`src/rtl/add_accum.sv`:
```
// Multi-operand accumulator: sums bursts of N operands with sticky carry/overflow flags.
// Define ADD_ACCUM_SAT_EN to saturate the accumulator to all ones on unsigned carry.
module add_accum #(
  parameter int W = 4,
  parameter int N = 4
) (
  input  logic         clk,
  input  logic         rst,
  input  logic         in_valid,
  output logic         in_ready,
  input  logic [W-1:0] in_data,
  output logic         out_valid,
  input  logic         out_ready,
  output logic [W-1:0] out_sum,
  output logic         out_co,
  output logic         out_v
);

  typedef enum logic {ACC, HOLD} state_t;

  state_t       state, state_nxt;
  logic [W-1:0] acc, acc_nxt;
  logic [7:0]   cnt;
  logic         co_q, v_q;
  logic [W:0]   raw;
  logic         add_c, add_v;
  logic         accept, take, last;

  // Flags always come from the raw add, even when the stored sum saturates.
  always_comb begin
    raw   = {1'b0, acc} + {1'b0, in_data};
    add_c = raw[W];
    add_v = (acc[W-1] == in_data[W-1]) && (raw[W-1] != acc[W-1]);
`ifdef ADD_ACCUM_SAT_EN
    acc_nxt = add_c ? '1 : raw[W-1:0];
`else
    acc_nxt = raw[W-1:0];
`endif
  end

  assign last = (cnt == 8'(N - 1));

  // in_ready is held low during reset so no operand is acknowledged then lost.
  always_comb begin
    state_nxt = state;
    in_ready  = 1'b0;
    out_valid = 1'b0;
    accept    = 1'b0;
    take      = 1'b0;
    case (state)
      ACC: begin
        in_ready = ~rst;
        accept   = in_valid & ~rst;
        if (accept && last) state_nxt = HOLD;
      end
      HOLD: begin
        out_valid = 1'b1;
        take      = out_ready;
        if (take) state_nxt = ACC;
      end
      default: state_nxt = ACC;
    endcase
  end

  always_ff @(posedge clk) begin
    if (rst) begin
      state <= ACC;
      acc   <= '0;
      cnt   <= '0;
      co_q  <= 1'b0;
      v_q   <= 1'b0;
    end else begin
      state <= state_nxt;
      if (take) begin
        acc  <= '0;
        cnt  <= '0;
        co_q <= 1'b0;
        v_q  <= 1'b0;
      end else if (accept) begin
        acc  <= acc_nxt;
        cnt  <= cnt + 8'd1;
        co_q <= co_q | add_c;
        v_q  <= v_q | add_v;
      end
    end
  end

  assign out_sum = acc;
  assign out_co  = co_q;
  assign out_v   = v_q;

endmodule

```
`config.mk`:
```
export PLATFORM = sky130hd
export DESIGN_NAME = add_accum
export DESIGN_NICKNAME = d
export VERILOG_FILES = /design/src/rtl/add_accum.sv
export SDC_FILE = /design/constraint.sdc
export NUM_CORES = 1
export LEC_CHECK = 0
export BUFFER_PORTS_ARGS = -buffer_cell sky130_fd_sc_hd__buf_2
export CAP_MARGIN = 40
export CORE_ASPECT_RATIO = 0.7
export CORE_UTILIZATION = 25
export DETAILED_ROUTE_END_ITERATION = 7
export GPL_TIMING_DRIVEN = 0
export MAX_ROUTING_LAYER = met4
export PLACE_DENSITY = 0.41
export RECOVER_POWER = 100
export SETUP_SLACK_MARGIN = 0.4
export SLEW_MARGIN = 20
export SYNTH_ARGS = -nofsm -noshare
export SYNTH_HDL_FRONTEND = slang
export SYNTH_SLANG_ARGS = --single-unit
export TNS_END_PERCENT = 100
```
`constraint.sdc`:
```
create_clock -name clk -period 2.16 [get_ports clk]
set_input_delay 0.108 -clock clk [delete_from_list [all_inputs] [get_ports clk]]
set_output_delay 0.108 -clock clk [all_outputs]
set_load 0.01 [all_outputs]
```
==> flow_metrics.env, run 1 <==
export IMPL_gr_usage_all_layers_pct=12.43
export IMPL_antenna_found_initial=0
export IMPL_vias_per_cell=4.778
export IMPL_status="finished clean"
export IMPL_port_buffers=14
export IMPL_postCtsResizedCells=0
export IMPL_worstSkewPairLatency_ns=0.25
export IMPL_route_vias_total=688
export IMPL_max_cap_violations=0
export IMPL_grt_overflow=0
export IMPL_drt_iter0_drc=27
export IMPL_cts_num_sinks=15
export IMPL_netlist_instances=90
export IMPL_fin_crit_ns=1.827
export IMPL_ir_worst_vdd_v=0.0002626
export IMPL_gp_congestion=0.7005
export IMPL_drt_wirelength_per_cell_um=12.41
export IMPL_crit_slowest_cell="or4_1"
export IMPL_setup_viol=0
export IMPL_synth_top_area_cell="dfxtp_1"
export IMPL_synth_edff_count=0
export IMPL_io_pins=16
export IMPL_max_freq_mhz=547.4
export IMPL_hold_viol_final=0
export IMPL_numCtsBuffers=3
export IMPL_worst_r2r_setup_slack_ns=0.33
export IMPL_fin_util_pct=32.31
export IMPL_netlist_area_leader_share_pct=36.87
export IMPL_clk_pin_slew_ns=0.06
export IMPL_hpwlAfterDp_um=1350
export IMPL_wirelength_um=1787
export IMPL_yosysSeqAreaShare_pct=36.87
export IMPL_core_um2=2943
export IMPL_synth_avg_cell_area_um2=9.050
export IMPL_start_util_pct=27.68
export IMPL_required_ns=2.34
export IMPL_slew_violations=0
export IMPL_path_delay_family="simple AND/OR/NAND/NOR gates"
export IMPL_synth_seq_cells=15
export IMPL_end_kind="flop"
export IMPL_clockBufferDepth=2
export IMPL_rows=16
export IMPL_nNetsFinal=123
export IMPL_die_x_um=70.23
export IMPL_die_y_um=49.76
export IMPL_crit_chain="buf_6 > or3b_1 > clkbuf_1 > or4_1 > a21oi_1"
export IMPL_critPathArrivalTime_ns=2.01
export IMPL_r2r_end="cnt[7]$_SDFFE_PP0P_"
export IMPL_path_max_fanout=10
export IMPL_tritoncts="done"
export IMPL_drive_gt1_share_pct=14.81
export IMPL_htree_levels=1
export IMPL_cts_root_buffer="clkbuf_8"
export IMPL_finalCritPeriodShare_pct=84.58
export IMPL_drc=0
export IMPL_hold_depth=2
export IMPL_syn_nets=104
export IMPL_slowest_delay_ns=0.55
export IMPL_rr_worst_depth=5
export IMPL_hp_class="in2reg"
export IMPL_synthArstFlopShare_pct=0
export IMPL_grt_max_degree=11
export IMPL_dieArea_um2=3494
export IMPL_slew_headroom_pct=34.14
export IMPL_cp_num_buf_inv=2
export IMPL_ant_nets=0
export IMPL_firstDrtPassIters=4
export IMPL_p_leak_nw=0.3475
export IMPL_min_delay_start="rst"
export IMPL_power_density_nw_per_um2=644.5
export IMPL_rsz0062_at_grt="no"
export IMPL_n_antenna_cell=0
export IMPL_r2r_start="state$_SDFF_PP0_"
export IMPL_synth_area_um2=814.5
export IMPL_start_kind="flop"
export IMPL_grt_pass1_vias=637
export IMPL_ctsHoldBuffers=0
export IMPL_yosys_most_used_dff="dfxtp_1"
export IMPL_yosysUniqueCellTypes=35
export IMPL_finClkSkew_ns=0.002256
export IMPL_fin_setup_tns_ns=0
export IMPL_synth_area_top_cells="dfxtp_1 (37%), ha_1 (7.7%), a21oi_1 (6.1%)"
export IMPL_worstMarginPinSlew_ns=0.9857
export IMPL_grt_pass1_wl_um=3139
export IMPL_worstHoldEndpoint="state$_SDFF_PP0_"
export IMPL_crit_type="reg2reg"
export IMPL_area_growth_pct=16.74
export IMPL_ys_warn_count=0
[cells in the mapped netlist, types with 2 or more instances]
| cell | number |
|---|---|
| nor2_1 | 5 |
| or4_1 | 2 |
| a21oi_1 | 10 |
| xnor2_1 | 2 |
| buf_6 | 2 |
| o21ai_0 | 4 |
| nand2_1 | 10 |
| o31ai_1 | 4 |
| nand4_1 | 2 |
| ha_1 | 5 |
| dfxtp_1 | 15 |
| o211ai_1 | 2 |
| nand3_1 | 3 |
| inv_1 | 3 |
[layout make-up]
class | instances | area, um^2
fillers | 323 | 1992
multi-input cells | 68 | 464.2
flip-flops and latches | 15 | 300.3
repair buffers | 14 | 60.06
well taps | 36 | 45.04
clock buffers | 3 | 41.29
plain buffers | 4 | 23.77
inverters | 3 | 11.26
clock inverters | 1 | 5.005
[cell usage in the layout, fill, tap and decap left out]
cell type,count
a2111o_1,1
a211o_1,1
a211oi_1,1
a21o_2,1
a21oi_1,10
a311o_2,1
buf_2,7
buf_6,1
clkbuf_1,10
clkbuf_8,3
clkinv_2,1
dfxtp_1,15
fa_1,1
ha_1,5
inv_1,3
nand2_1,10
nand2b_1,1
nand3_1,3
nand3b_1,1
nand4_1,2
nand4b_1,1
nand4bb_1,1
nor2_1,5
nor2b_1,1
nor3b_1,1
nor4_1,1
nor4bb_1,1
o211ai_1,2
o21ai_0,4
o31ai_1,4
or2_2,1
or2b_1,1
or3_2,1
or3b_1,1
or4_1,2
xnor2_1,2
xor2_1,1
[worst max-delay path by stage]
| stage | end | depth (start not counted) | start | slack, ns |
|---|---|---|---|---|
| 4_1_cts | cnt[7]$_SDFFE_PP0P_ | 5 | state$_SDFF_PP0_ | 0.46 |
| 3_3_place_gp | cnt[7]$_SDFFE_PP0P_ | 5 | state$_SDFF_PP0_ | 0.48 |
| 6_report | cnt[7]$_SDFFE_PP0P_ | 5 | state$_SDFF_PP0_ | 0.33 |
| 2_1_floorplan | cnt[7]$_SDFFE_PP0P_ | 5 | state$_SDFF_PP0_ | 0.49 |
| 3_5_place_dp | cnt[7]$_SDFFE_PP0P_ | 5 | state$_SDFF_PP0_ | 0.48 |
| 5_1_grt | out_co$_SDFFE_PP0P_ | 4 | state$_SDFF_PP0_ | 0.22 |
[power breakdown]
group	internal [mW]	switching (mW)
logic	0.0379	0.0489
registers	0.288	0.00971
clock network	0.128	0.101
total	0.453	0.160
[sequential cells by signal (all words and copies together) (netlist names)]
name and count:
cnt 8, out_co 1, out_sum 4, out_v 1, state 1
[timing repair]
action                     in CTS  in global routing
buffers inserted                0                  0
setup endpoints to repair       0                  1
hold endpoints to repair        0                  0
[worst reg2reg max path: stages, from the launching register on]
cell	delay [ns]
dfxtp_1	0.32
buf_6	0.13
or3b_1	0.39
clkbuf_1	0.25
or4_1	0.55
a21oi_1	0.12
[routing by layer]
metal	share of wire, %	GRT usage (%)	up-vias
met4	1.6	5.000	0
met5	0	-	-
met2	35	14.76	15
met3	6.7	5.521	5
li1	-	-	367
met1	56	17.60	301
[kinds of logic (layout without fill, tap and decap cells)]
group,Yosys count,after routing,synth area share [%]
and+or+nand+nor,34,34,24.58
AOI/OAI and AO/OA,25,25,19.97
DFF,15,15,36.87
buffers and inverters,7,25,5.221
adders and majority gates,6,6,10.14
xor gates and xnor gates,3,3,3.226
[stage by stage]
step | cell area [um^2] | power (mW) | hold WS [ns] | cells | setup slack [ns]
after CTS | 975.9 | 0.6345 | 0.1285 | 144 | 0.4565
after floorplan | 814.5 | 0.3649 | 0.2785 | 90 | 0.4884
final | 950.9 | 0.6129 | 0.1270 | 144 | 0.3331
after detailed placement | 929.6 | 0.3957 | 0.3994 | 140 | 0.4816
after global placement | 929.6 | 0.3953 | 0.3809 | 140 | 0.4843
after global routing | 950.9 | 0.6620 | 0.1244 | 144 | 0.2242
No activity file was read; power rests on OpenSTA's default activity.
==> run 2: changes to the inputs <==
Settings changed: PLACE_DENSITY 0.41 to 0.43.
Clock period 2.16 ns to 1.5 ns, I/O delays scaled along.
==> run 2 against run 1 <==
Compared with the run above:
- the run now ends with setup timing left
- die area unchanged
- highest routed layer unchanged
- worst hold slack better by 0.0032 ns
- final cell count up 7.6%
- critical endpoint unchanged
- via count up 11%
- critical path type unchanged
- largest cell class unchanged
- clock skew down 0.00078 ns
- sequential power up 45%
==> flow_metrics.env, run 2 (synthesis results as in run 1) <==
export IMPL_finalCritPeriodShare_pct=102.1
export IMPL_p_int_mw=0.7033
export IMPL_crit_type="reg2reg"
export IMPL_dieArea_um2=3494
export IMPL_htree_levels=1
export IMPL_hp_class="in2reg"
export IMPL_timing_final_ws_setup_ns=-0.03162
export IMPL_core_um2=2943
export IMPL_antenna_found_initial=0
export IMPL_start_util_pct=27.68
export IMPL_nNetsFinal=134
export IMPL_largest_reg_flops=8
export IMPL_worstMarginPinSlew_ns=0.2915
export IMPL_grt_overflow=0
export IMPL_rows=16
export IMPL_met3WireLength_um=144
export IMPL_violations="setup timing"
export IMPL_r2r_start="state$_SDFF_PP0_"
export IMPL_placed_area_um2=970.9
export IMPL_drive_gt1_share_pct=50.42
export IMPL_gp_congestion=0.7304
export IMPL_slew_violations=0
export IMPL_placed_cells=140
export IMPL_wirelength_um=2139
export IMPL_die_y_um=49.76
export IMPL_grt_pass1_vias=697
export IMPL_wl_met1_um=1101
export IMPL_port_buffers=14
export IMPL_finClkSkew_ns=0.001475
export IMPL_swShare_pct=27.78
export IMPL_fin_crit_ns=1.532
export IMPL_power_frac_clock_pct=35.4
export IMPL_max_cap_violations=0
export IMPL_area_growth_pct=51.46
export IMPL_hold_viol_final=0
export IMPL_whs_ns=0.1302
export IMPL_drc=0
export IMPL_route_vias_total=764
export IMPL_drt_wirelength_per_cell_um=13.80
export IMPL_die_x_um=70.23
export IMPL_crit_start="state$_SDFF_PP0_"
export IMPL_hpwlAfterDp_um=1379
export IMPL_design_area_um2=1234
export IMPL_met2_length_um=869
export IMPL_cts_root_buffer="clkbuf_8"
export IMPL_clockBufferDepth=2
export IMPL_slew_headroom_pct=80.38
export IMPL_min_delay_start="rst"
export IMPL_io_pins=16
export IMPL_regMostFlops="cnt"
export IMPL_instances_no_fill=155
export IMPL_rsz0062_at_grt="yes"
export IMPL_comb_power_share_pct=20.2
export IMPL_critPathArrivalTime_ns=1.73
export IMPL_worstSkewPairLatency_ns=0.25
export IMPL_grt_pass1_wl_um=3470
export IMPL_firstDrtPassIters=4
export IMPL_status="finished, violations left"
export IMPL_ir_worst_vdd_v=0.0005698
export IMPL_drt_iter0_drc=50
export IMPL_end_kind="flop"
export IMPL_cts_num_sinks=15
export IMPL_p_leak_nw=0.4633
export IMPL_p_seq_share_pct=44.3
export IMPL_top_layer="met4"
export IMPL_grt_max_degree=10
export IMPL_gr_usage_all_layers_pct=13.42
export IMPL_start_kind="flop"
export IMPL_tritoncts="done"
export IMPL_final_common_cell="buf_2"
export IMPL_clk_pin_slew_ns=0.07
export IMPL_n_antenna_cell=0
export IMPL_layout_common_cells="buf_2 (14), nand2_1 (10), dfxtp_1 (9), buf_4 (8), a21oi_1 (7)"
export IMPL_power_switching_mw=0.2705
export IMPL_power_density_nw_per_um2=789.3
export IMPL_max_freq_mhz=652.9
export IMPL_ant_nets=0
export IMPL_vias_per_cell=4.929
export IMPL_numCtsBuffers=3
export IMPL_setup_viol=1
export IMPL_path_max_fanout=8
export IMPL_required_ns=1.69
[run 2: changes by cell type in the layout (fill, tap and decap cells not counted), sizes merged]
cell,previous run,this run
clkbuf,13,4
buf,8,28
[run 2: critical path: stages, from the launching register on]
cell	delay, ns
dfxtp_2	0.32
buf_6	0.11
or3b_4	0.37
buf_6	0.14
or4_4	0.41
a21oi_2	0.12
[run 2: final timing paths]
| check | end | slack (ns) | cells after the start |
|---|---|---|---|
| setup / recovery | cnt[7]$_SDFFE_PP0P_ | -0.03 | 5 |
| hold / removal | state$_SDFF_PP0_ | 0.13 | 2 |
| setup reg to reg | cnt[7]$_SDFFE_PP0P_ | -0.03 | 5 |
| hold reg to reg | out_v$_SDFFE_PP0P_ | 0.44 | 2 |
[run 2: layout make-up]
cell class / count / area (um^2)
well taps: 36 / 45.04
fillers: 292 / 1709
repair buffers: 25 / 178.9
clock inverters: 1 / 5.005
clock buffers: 3 / 41.29
multi-input cells: 68 / 601.8
inverters: 3 / 13.76
plain buffers: 4 / 35.03
flip-flops and latches: 15 / 312.8
[run 2: layer usage]
metal / vias to the layer above / track usage [%]
met4: 0 / 4.000
li1: 392 / -
met1: 350 / 19.23
met2: 20 / 16.51
met3: 2 / 5.726
met5: - / -
[run 2: per-stage QoR]
step                setup TNS [ns]  total power, mW  util (%)  setup WS, ns
floorplan                 -0.01428           0.5341         -      -0.01428
global placement          -0.03717           0.5814     32.99      -0.03650
detailed placement        -0.04847           0.5818     32.99      -0.04226
CTS                       -0.02300           0.9597     38.95      -0.02300
global route               -0.1069            1.032     41.92      -0.08704
finish                    -0.03162           0.9738     41.92      -0.03162
[run 2: repair_timing]
action / CTS / global route
gates resized for setup: 18 / 14
setup endpoints to repair: 15 / 16
hold buffers: 0 / 0
pin swaps: 9 / 14
setup buffers: 6 / 5
[run 2: power by group through the flow]
stage | clock [mW] | sequential [mW] | combinational, mW
global placement | 0 | 0.438 | 0.144
CTS | 0.355 | 0.431 | 0.173
floorplan | 0 | 0.442 | 0.0921
detailed placement | 0 | 0.438 | 0.143
global route | 0.378 | 0.434 | 0.219
finish | 0.345 | 0.432 | 0.197
==> run 3: changes to the inputs <==
Settings changed: CORE_ASPECT_RATIO 0.7 to unset, CORE_UTILIZATION 25 to 47, PLACE_DENSITY 0.43 to 0.71.
==> run 3 against run 2 <==
Compared with the run above:
- the run ends with DRC, setup timing left
- clock power down 29%
- sequential cell count unchanged
- core utilization up 30 points
- sequential power about the same
- count of clock-buffer cells in the layout unchanged
- register-to-register slack about the same
- final area down 9.2%
- via count down 1.2%
- combinational power down 9.6%
- critical endpoint unchanged
==> flow_metrics.env, run 3 (synthesis results as in run 1) <==
export IMPL_rows=14
export IMPL_clk_pin_slew_ns=0.10
export IMPL_use_met3_pct=2.500
export IMPL_hpwlAfterDp_um=1228
export IMPL_grt_overflow=0
export IMPL_numCtsBuffers=3
export IMPL_grt_busiest_layer="met2"
export IMPL_gp_congestion=0.7995
export IMPL_layout_common_cells="buf_2 (12), nand2_1 (10), dfxtp_1 (10), a21oi_1 (7), nor2_1 (5)"
export IMPL_crit_type="reg2reg"
export IMPL_core_um2=1559
export IMPL_tritoncts="done"
export IMPL_vias_per_cell=5.808
export IMPL_ir_worst_vdd_v=0.0006406
export IMPL_use_met1_pct=28.27
export IMPL_port_buffers=14
export IMPL_hold_viol_final=0
export IMPL_fin_crit_ns=1.536
export IMPL_drt_wirelength_per_cell_um=14.00
export IMPL_worstMarginPinSlew_ns=0.2632
export IMPL_largest_reg_flops=8
export IMPL_io_pins=16
export IMPL_htree_levels=1
export IMPL_required_ns=1.74
export IMPL_cts_root_buffer="clkbuf_4"
export IMPL_nNetsFinal=129
export IMPL_start_kind="flop"
export IMPL_start_util_pct=52.25
export IMPL_fin_util_pct=71.83
export IMPL_slew_headroom_pct=82.30
export IMPL_drive_gt1_share_pct=46.49
export IMPL_die_y_um=43.63
export IMPL_power_density_nw_per_um2=763.0
export IMPL_use_met2_pct=31.64
export IMPL_gr_usage_all_layers_pct=21.49
export IMPL_timing_final_ws_setup_ns=-0.03628
export IMPL_regMostFlops="cnt"
export IMPL_wirelength_um=1820
export IMPL_finalCritPeriodShare_pct=102.4
export IMPL_ctsHoldBuffers=0
export IMPL_slew_violations=0
export IMPL_dieArea_um2=1904
export IMPL_route_vias_total=755
export IMPL_path_max_fanout=7
export IMPL_fin_setup_tns_ns=-0.03628
export IMPL_max_freq_mhz=650.9
export IMPL_grt_max_degree=10
export IMPL_n_fill_cell=126
export IMPL_end_kind="flop"
export IMPL_die_x_um=43.63
export IMPL_grt_pass1_wl_um=2856
export IMPL_drt_iter0_drc=17
export IMPL_worstSkewPairLatency_ns=0.30
export IMPL_grt_pass1_vias=669
export IMPL_clockBufferDepth=2
export IMPL_finClkSkew_ns=0.005469
export IMPL_p_leak_nw=0.4153
export IMPL_firstDrtPassIters=6
export IMPL_cts_num_sinks=15
export IMPL_max_cap_violations=0
export IMPL_ant_nets=0
export IMPL_critPathArrivalTime_ns=1.78
export IMPL_status="finished, violations left"
export IMPL_hp_class="in2reg"
export IMPL_final_common_cell="buf_2"
export IMPL_n_antenna_cell=0
export IMPL_violations="DRC, setup timing"
export IMPL_area_growth_pct=37.48
export IMPL_drc=1
export IMPL_rsz0062_at_grt="yes"
export IMPL_setup_viol=1
export IMPL_antenna_found_initial=0
## run 3: report_power, final
group          switching [mW]  total [mW]  internal, mW
sequential             0.0170       0.431         0.414
combinational          0.0864       0.178        0.0913
clock                   0.146       0.246        0.0994
total                   0.250       0.854         0.605
## run 3: routing by layer
layer	vias up	wire length [um]
li1	380	-
met1	356	862
met2	12	866
met3	7	50
met4	0	40
met5	-	0
## run 3: critical path: stages, from the launching register on
cell     delay (ns)
dfxtp_2        0.33
buf_6          0.11
or3b_4         0.37
buf_6          0.14
or4_4          0.42
a21oi_2        0.12
## run 3: layout make-up
class | instances | area (um^2) | area share (%)
multi-input combinational | 68 | 595.6 | 53.18
sequential | 15 | 309.0 | 27.60
timing repair buffer | 20 | 118.9 | 10.61
buffer | 4 | 35.03 | 3.129
clock buffer | 3 | 22.52 | 2.011
tap | 16 | 20.02 | 1.788
inverter | 3 | 13.76 | 1.229
clock inverter | 1 | 5.005 | 0.4469
## run 3: repair_timing
action | 4_1_cts | 5_1_grt
pin swaps | 8 | 10
setup endpoints to repair | 15 | 16
gates resized for setup | 16 | 10
hold endpoints to repair | 0 | 0
cloned | 0 | 0
setup buffers | 5 | 1
## run 3: final timing paths
path                         end  slack [ns]  cells past startpoint          startpoint
max          cnt[7]$_SDFFE_PP0P_       -0.04                      5    state$_SDFF_PP0_
min reg2reg   out_v$_SDFFE_PP0P_        0.45                      2  out_v$_SDFFE_PP0P_
max reg2reg  cnt[7]$_SDFFE_PP0P_       -0.04                      5    state$_SDFF_PP0_
min             state$_SDFF_PP0_        0.07                      3           out_ready
## run 3: per-stage QoR
| step | power (mW) | instance area [um^2] | setup slack (ns) | std cells | hold WS, ns |
|---|---|---|---|---|---|
| 2_1_floorplan | 0.5341 | 855.8 | -0.01428 | 90 | 0.2379 |
| 3_3_place_gp | 0.5739 | 945.9 | -0.03181 | 120 | 0.3367 |
| 3_5_place_dp | 0.5786 | 945.9 | -0.05673 | 120 | 0.3522 |
| 4_1_cts | 0.8464 | 1080 | -0.04318 | 129 | 0.06521 |
| 5_1_grt | 0.8944 | 1120 | -0.07694 | 130 | 0.07244 |
| 6_report | 0.8544 | 1120 | -0.03628 | 130 | 0.06710 |
